<file path="src/rtl/prime_stream_pkg.sv">
// Shared types for the prime stream consumer.
//   state_e : 3-bit FSM state encoding used by prime_stream.
package prime_stream_pkg;

   typedef enum logic [2:0] {
      ST_IDLE    = 3'd0,
      ST_REQUEST = 3'd1,
      ST_GUARD   = 3'd2,
      ST_WAIT    = 3'd3,
      ST_DONE    = 3'd4
   } state_e;

endpackage

</file>
<file path="src/rtl/prime_fifo.sv">
// Synchronous first-word-fall-through FIFO holding generated primes.
// Ports:
//   clk, rst       clock, synchronous active-high reset (empties the FIFO)
//   push, din      write strobe and data (ignored while full)
//   pop            read strobe (ignored while empty)
//   dout           head entry, valid while !empty
//   empty, full    occupancy flags decoded from the registered occupancy
module prime_fifo #(
   parameter int unsigned WIDTH     = 16,
   parameter int unsigned DEPTH_LOG = 2
) (
   input  logic             clk,
   input  logic             rst,
   input  logic             push,
   input  logic [WIDTH-1:0] din,
   input  logic             pop,
   output logic [WIDTH-1:0] dout,
   output logic             empty,
   output logic             full
);

   localparam int unsigned DEPTH = 1 << DEPTH_LOG;
   localparam int unsigned OW    = DEPTH_LOG + 1;

   logic [DEPTH_LOG-1:0] wr_ptr_q, wr_ptr_d;
   logic [DEPTH_LOG-1:0] rd_ptr_q, rd_ptr_d;
   logic [OW-1:0]        occ_q, occ_d;
   logic [WIDTH-1:0]     mem_q [DEPTH];
   logic                 push_en;
   logic                 pop_en;

   assign push_en = push && !full;
   assign pop_en  = pop && !empty;

   // Pointer and occupancy update; pointers wrap naturally at DEPTH.
   always_comb begin
      wr_ptr_d = wr_ptr_q;
      rd_ptr_d = rd_ptr_q;
      occ_d    = occ_q;
      if (push_en) wr_ptr_d = wr_ptr_q + DEPTH_LOG'(1);
      if (pop_en)  rd_ptr_d = rd_ptr_q + DEPTH_LOG'(1);
      case ({push_en, pop_en})
         2'b10:   occ_d = occ_q + OW'(1);
         2'b01:   occ_d = occ_q - OW'(1);
         default: occ_d = occ_q;
      endcase
   end

   always_ff @(posedge clk) begin
      if (rst) begin
         wr_ptr_q <= '0;
         rd_ptr_q <= '0;
         occ_q    <= '0;
      end else begin
         wr_ptr_q <= wr_ptr_d;
         rd_ptr_q <= rd_ptr_d;
         occ_q    <= occ_d;
      end
   end

   // Storage needs no reset; contents are only visible when !empty.
   always_ff @(posedge clk) begin
      if (push_en) mem_q[wr_ptr_q] <= din;
   end

   assign dout  = mem_q[rd_ptr_q];
   assign empty = (occ_q == '0);
   assign full  = (occ_q == OW'(DEPTH));

endmodule

</file>
<file path="src/rtl/prime_stream.sv">
// Consumer of the prime generator: requests primes one at a time, buffers
// them in a FWFT FIFO and presents them as a valid/ready stream. Stops for
// good when the generator reports overflow.
// Ports:
//   clk, rst                      clock, synchronous active-high reset
//   start                         begin collection (honoured in IDLE only)
//   gen_go                        request pulse to the generator
//   gen_ready, gen_error, gen_res generator response
//   out_valid, out_ready, out_data  output stream (FIFO head)
//   count                         primes pushed, saturating
//   overflow                      sticky generator error
//   done                          finished and FIFO drained
// Build option: PRIME_STREAM_EMIT_ONE_EN pushes the generator's initial
// value (1) on start so it becomes the first stream element.
module prime_stream
   import prime_stream_pkg::*;
#(
   parameter int unsigned WIDTH_LOG = 4,
   parameter int unsigned DEPTH_LOG = 2
) (
   input  logic                      clk,
   input  logic                      rst,
   input  logic                      start,
   output logic                      gen_go,
   input  logic                      gen_ready,
   input  logic                      gen_error,
   input  logic [(1<<WIDTH_LOG)-1:0] gen_res,
   output logic                      out_valid,
   input  logic                      out_ready,
   output logic [(1<<WIDTH_LOG)-1:0] out_data,
   output logic [(1<<WIDTH_LOG)-1:0] count,
   output logic                      overflow,
   output logic                      done
);

   localparam int unsigned WIDTH = 1 << WIDTH_LOG;

   state_e           state_q, state_d;
   logic [WIDTH-1:0] count_q, count_d;
   logic             overflow_q, overflow_d;
   logic             push;
   logic             fifo_empty;
   logic             fifo_full;

   // State and status registers.
   always_ff @(posedge clk) begin
      if (rst) begin
         state_q    <= ST_IDLE;
         count_q    <= '0;
         overflow_q <= 1'b0;
      end else begin
         state_q    <= state_d;
         count_q    <= count_d;
         overflow_q <= overflow_d;
      end
   end

   // Next-state logic; REQUEST waits for FIFO space so the single
   // outstanding request always has a slot to land in.
   always_comb begin
      state_d = state_q;
      case (state_q)
         ST_IDLE:    if (start) state_d = ST_REQUEST;
         ST_REQUEST: if (!fifo_full) state_d = ST_GUARD;
         ST_GUARD:   state_d = ST_WAIT;
         ST_WAIT: begin
            if (gen_error)      state_d = ST_DONE;
            else if (gen_ready) state_d = ST_REQUEST;
         end
         ST_DONE:    state_d = ST_DONE;
         default:    state_d = ST_IDLE;
      endcase
   end

   // Output/datapath decode; error takes priority over ready in WAIT.
   always_comb begin
      push       = 1'b0;
      overflow_d = overflow_q;
      if (state_q == ST_WAIT) begin
         if (gen_error)      overflow_d = 1'b1;
         else if (gen_ready) push       = 1'b1;
      end
`ifdef PRIME_STREAM_EMIT_ONE_EN
      if ((state_q == ST_IDLE) && start) push = 1'b1;
`else
`endif
      count_d = count_q;
      if (push && (count_q != '1)) count_d = count_q + WIDTH'(1);
   end

   prime_fifo #(
      .WIDTH     (WIDTH),
      .DEPTH_LOG (DEPTH_LOG)
   ) u_fifo (
      .clk   (clk),
      .rst   (rst),
      .push  (push),
      .din   (gen_res),
      .pop   (out_valid && out_ready),
      .dout  (out_data),
      .empty (fifo_empty),
      .full  (fifo_full)
   );

   // Decodes of registered state only; no input-to-output paths.
   assign gen_go    = (state_q == ST_REQUEST) && !fifo_full;
   assign out_valid = !fifo_empty;
   assign done      = (state_q == ST_DONE) && fifo_empty;
   assign count     = count_q;
   assign overflow  = overflow_q;

endmodule

</file>
<file path="config.mk">
export PLATFORM = sky130hd
export DESIGN_NAME = prime_stream
export DESIGN_NICKNAME = d
export VERILOG_FILES = /design/src/rtl/prime_stream_pkg.sv /design/src/rtl/prime_fifo.sv /design/src/rtl/prime_stream.sv
export SDC_FILE = /design/constraint.sdc
export NUM_CORES = 1
export LEC_CHECK = 0
export ABC_CLOCK_PERIOD_IN_PS = 3100
export CORE_ASPECT_RATIO = 0.5
export CORE_MARGIN = 1
export CORE_UTILIZATION = 40
export DETAILED_ROUTE_END_ITERATION = 7
export SETUP_SLACK_MARGIN = 0.05
export SLEW_MARGIN = 40
export SYNTH_ARGS = -nofsm -noshare
export SYNTH_HDL_FRONTEND = slang
export SYNTH_SLANG_ARGS = --single-unit
</file>
<file path="constraint.sdc">
create_clock -name clk -period 3.1 [get_ports clk]
set_input_delay 0.775 -clock clk [delete_from_list [all_inputs] [get_ports clk]]
set_output_delay 0.775 -clock clk [all_outputs]
set_load 0.005 [all_outputs]
</file>
==> flow_summary.json, run 1 <==
{
  "grt_pass1_wl_um": 12100,
  "clk-insertion-delay-late_ns": 0.34,
  "arrival_ns": 1.98,
  "final_common_cell": "edfxtp_1",
  "cts_tree": "yes",
  "post-cts-setup-buffer-count": 0,
  "crit_path_max_fanout": 16,
  "cts_resized": 0,
  "avgViaCountPerCell": 5.26,
  "ys_seq_area_share_pct": 65.8,
  "drv_slew": 0,
  "critical_path_required_ns": 2.32,
  "drc": 0,
  "yosys_warnings": 0,
  "die_w_um": 140,
  "rsz0062_at_grt": "no",
  "hold_ws_ns": 0.451,
  "post-route-period-util_pct": 89.0,
  "p_per_area_nw_per_um2": 514,
  "synth_edf_count": 64,
  "instances_no_fill": 450,
  "clk_pin_slew_worst_paths_ns": 0.07,
  "cts.hold.buffers_added": 0,
  "gp_routability_congestion": 0.807,
  "avgSynthCellArea_um2": 14.9,
  "ys_seq_elements": 93,
  "tns_ns": 0,
  "min_period_ns": 2.76,
  "clock_skew_ns": 0.00964,
  "wire_per_inst_um": 15.9,
  "rows": 24,
  "ctsHtreeMaxLevel": 3,
  "core_um2": 8950,
  "die_h_um": 70.9,
  "leakagePower_nw": 1.56,
  "numCtsBuffers": 9,
  "critPathLaunchType": "register",
  "antenna_found_initial": 0,
  "timing.hold.worst.class": "register to register",
  "cts_max_path_buffers": 2,
  "maxCapViolations": 0,
  "fillers": 734,
  "drive_above_1_share_pct": 16.5,
  "path_class": "register to primary output",
  "cts_sinks": 93,
  "grt_pass1_vias": 2451,
  "synth_cell_types": 40,
  "finalWirelength_um": 7150,
  "final_cell_mix": "edfxtp_1, clkdlybuf4s50_1, dfxtp_1, a21oi_1, mux4_2",
  "drtAntennaViolNets": 0,
  "cp_slowest_stage_delay_ns": 0.56,
  "synthCells": 256,
  "dieArea_um2": 9920,
  "vias": 2368,
  "syn_area_um2": 3800,
  "multi_input_area_um2": 1210,
  "ys.flop_type": "edfxtp_1",
  "io_buffer_count": 57,
  "num-nets-final": 357,
  "crit_slowest_cell": "mux4_2",
  "ir_worst_vdd_v": 0.000291,
  "status": "finished clean",
  "placed_cells": 434,
  "worstMarginPinSlew_ns": 0.537,
  "seq_area_um2": 2500,
  "drt_iter0_drc": 96,
  "dp_hpwl_um": 4740,
  "clock-root-buffer": "clkbuf_16",
  "grt_max_degree": 18,
  "antennaDiodeCount": 0,
  "max_slew_margin_pct": 64.1,
  "path_cells": "buf_4 > mux4_2 > clkdlybuf4s50_1",
  "syn2layout_area_growth_pct": 27.8,
  "grt-ovfl-total": 0,
  "ios": 58,
  "async_flop_share_pct": 0,
  "grtUsageTotal_pct": 15.9,
  "clock.fmax_mhz": 362,
  "hold_viol": 0,
  "first_pass_iters": 4,
  "syn_nets": 285,
  "setup_viol": 0,
  "cp-end-kind": "primary output",
  "initial_utilization_pct": 42.5
}
[power breakdown]
group	internal [mW]	switching, mW	total [mW]
Sequential	1.33	0.0126	1.35
Clock	0.555	0.481	1.04
Combinational	0.0667	0.0484	0.115
[cell families after synthesis]
kind of cell | synth area share, %
adders and majority gates | 2.50
buffers and inverters | 2.24
and+or+nand+nor | 12.2
AOI/OAI and AO/OA | 6.02
muxes | 10.0
DFF | 65.8
xor gates and xnor gates | 1.15
[routing by layer]
layer  GRT usage (%)  wire (um)  share of wire, %
met1            20.7       3420                48
met2            26.2       3380                47
met3            4.06        281               3.9
met4            5.86         68              0.95
met5               0          0                 0
[state kept, by name, indices dropped and copies added, names as in the netlist, named ones only]
name,flops
overflow,1
state_q,3
u_fifo.mem_q,64
u_fifo.occ_q,3
count,16
u_fifo.wr_ptr_q,2
u_fifo.rd_ptr_q,2
[stage by stage]
step	total power [mW]	cell area (um^2)	util, %	setup WS [ns]
floorplan	1.42	3800	-	0.468
global placement	1.49	4580	51.1	0.103
detailed placement	1.49	4580	51.1	0.00693
CTS	2.53	4860	54.3	0.287
global route	2.60	4860	54.3	0.196
finish	2.50	4860	54.3	0.341
[final timing paths]
path	startpoint	endpoint	slack, ns	cells after the start
worst max register to register	u_fifo.occ_q[2]	u_fifo.occ_q[2]	0.64	9
worst min register to register	overflow	overflow	0.45	2
worst max-delay path	register	out_data[4]	0.34	3
worst min-delay path	overflow	overflow	0.45	2
[cell type report]
class	count	share of cell area, %
well taps	117	3.01
clock buffers	9	4.63
flip-flops and latches	93	51.5
multi-input cells	143	25.0
clock inverters	7	1.18
inverters	10	0.772
repair buffers	71	13.9
[synth_stat cells, drive strengths merged, types with 4 or more instances]
master	n	area share [%]
o31ai	10	2.0
nor2	12	1.2
clkbuf	6	0.59
and2	5	0.82
dfxtp	29	15
nand4	6	1.4
and3	5	0.86
buf	4	0.66
nand3	6	0.79
ha	6	2.0
or4	8	1.6
edfxtp	64	51
or3	6	1.0
and4	4	0.95
nand2	8	0.99
inv	10	0.99
mux4	16	9.5
a21oi	20	2.6
nor3	4	0.53
o21ai	6	0.79
[worst max-delay path: cells and delay by family (launching register included)]
family / cells / cell delay, ns
buffers and inverters: 2 / 0.77
flip-flops: 1 / 0.31
multiplexers: 1 / 0.56
(Power assumes the default switching activity.)
==> run 2: changes to the inputs <==
Settings changed: CORE_UTILIZATION 40 to 30, CTS_CLUSTER_SIZE set to 10.
==> run 2 against run 1 <==
  * Register-to-register slack got worse by 0.02 ns
  * Critical path depth did not move
  * Sequential cell count did not move
  * Sequential power barely moved
  * Combinational power barely moved
==> flow_summary.json, run 2 (same netlist as run 1, synthesis figures left out) <==
{
  "clk-insertion-delay-late_ns": 0.33,
  "min_period_ns": 2.78,
  "timing.hold.worst.class": "register to register",
  "top_register": "u_fifo.mem_q",
  "path_delay_family": "buffers and inverters",
  "ir_worst_vdd_v": 0.000337,
  "drtAntennaViolNets": 0,
  "initial_utilization_pct": 31.5,
  "r2r_cells": 9,
  "critPathLaunchType": "register",
  "ctsHtreeMaxLevel": 3,
  "fin_area_um2": 4930,
  "max_slew_margin_pct": 74.9,
  "syn2layout_area_growth_pct": 29.6,
  "p_per_area_nw_per_um2": 519,
  "arrival_ns": 2.00,
  "wire_per_inst_um": 14.8,
  "num-nets-final": 356,
  "layout_setup_ws_ns": 0.321,
  "gp_routability_congestion": 0.718,
  "clock.fmax_mhz": 360,
  "io_buffer_count": 57,
  "largest_register_ffs": 64,
  "rows": 28,
  "die_h_um": 81.6,
  "worst-path-buf-inv": 2,
  "cts.hold.buffers_added": 0,
  "rsz0062_at_grt": "no",
  "tns_ns": 0,
  "grt_pass1_wl_um": 11700,
  "final_cell_mix": "edfxtp_1, clkdlybuf4s50_1, dfxtp_1, a21oi_1, mux4_2",
  "path_depth": 3,
  "crit_path_max_fanout": 16,
  "cp-end-kind": "primary output",
  "setup_viol": 0,
  "cp_slowest_stage_delay_ns": 0.58,
  "clock-root-buffer": "clkbuf_16",
  "grtUsageTotal_pct": 11.7,
  "dieArea_um2": 13200,
  "worstMarginPinSlew_ns": 0.375,
  "critPathCapture": "out_data[1]",
  "ios": 58,
  "status": "finished clean",
  "post-cts-setup-buffer-count": 0,
  "dpl_cell_area_um2": 4630,
  "maxCapViolations": 0,
  "path_cells": "buf_4 > mux4_2 > clkdlybuf4s50_1",
  "reg2reg_from": "u_fifo.occ_q[2]",
  "drt_iter0_drc": 106,
  "final_util_pct": 40.8,
  "antennaDiodeCount": 0,
  "cts_sinks": 93,
  "first_pass_iters": 4,
  "numCtsBuffers": 9,
  "clock_skew_ns": 0.00744,
  "grt-ovfl-total": 0,
  "critical_path_required_ns": 2.32,
  "clk_pin_slew_worst_paths_ns": 0.06,
  "core_um2": 12100,
  "finalWirelength_um": 7370,
  "final_common_cell": "edfxtp_1",
  "drc": 0,
  "grt_max_degree": 20,
  "drive_above_1_share_pct": 15.7,
  "grt_pass1_vias": 2394,
  "drv_slew": 0,
  "path_class": "register to primary output",
  "dp_hpwl_um": 4950,
  "rrSetupSlack_ns": 0.62,
  "hold_viol": 0,
  "pre_cts_slack_ns": 0.00281,
  "post-route-period-util_pct": 89.6,
  "antenna_found_initial": 0,
  "vias": 2383,
  "r2r_end": "u_fifo.occ_q[2]",
  "cts_max_path_buffers": 2,
  "cts_resized": 0,
  "avgViaCountPerCell": 4.79,
  "leakagePower_nw": 1.56,
  "die_w_um": 161,
  "crit_slowest_cell": "mux4_2",
  "cts_tree": "yes"
}
run 2: cell count changes in the layout (fill, tap and decap cells not counted):
cell        change
buf_4           -1
bufinv_16       +1
clkbuf_1        +1
clkinv_1        +1
clkinv_2        -1
clkinvlp_4      -2
inv_6           +1
inv_8           -1
run 2: tightest hold or removal path: stages (launching register included):
cell and delay (ns):
dfxtp_1 0.31, inv_1 0.05, a21oi_1 0.05
run 2: worst min path at each step:
stage                        start        to  cells after the start
after CTS                 overflow  overflow                      2
after floorplan           overflow  overflow                      2
after global placement    overflow  overflow                      2
after detailed placement  overflow  overflow                      2
after global routing      overflow  overflow                      2
final                     overflow  overflow                      2
run 2: cell type report:
type,instances,area (um^2)
clock buffers,10,229
clock inverters,6,68.8
fillers,1110,7160
inverters,10,37.5
multi-input cells,143,1210
flip-flops and latches,93,2500
well taps,165,206
repair buffers,70,668
run 2: stage by stage:
stage	total power [mW]	cells	hold WS (ns)
3_5_place_dp	1.49	481	0.448
3_3_place_gp	1.49	481	0.447
4_1_cts	2.59	497	0.458
5_1_grt	2.65	497	0.483
6_report	2.56	497	0.457
2_1_floorplan	1.42	256	0.442
run 2: power by group:
part | internal (mW) | total [mW] | switching (mW) | leakage [nW]
registers | 1.33 | 1.35 | 0.0122 | 0.809
logic | 0.0674 | 0.117 | 0.0500 | 0.607
clock network | 0.633 | 1.09 | 0.460 | 0.146
total | 2.03 | 2.56 | 0.522 | 1.56
run 2: routing by layer:
layer | global-route usage, % | vias up | routed length (um)
li1 | - | 1140 | -
met1 | 14.2 | 1180 | 3430
met2 | 19.9 | 57 | 3490
met3 | 4.24 | 6 | 376
met4 | 3.49 | 0 | 74
met5 | 0 | - | 0
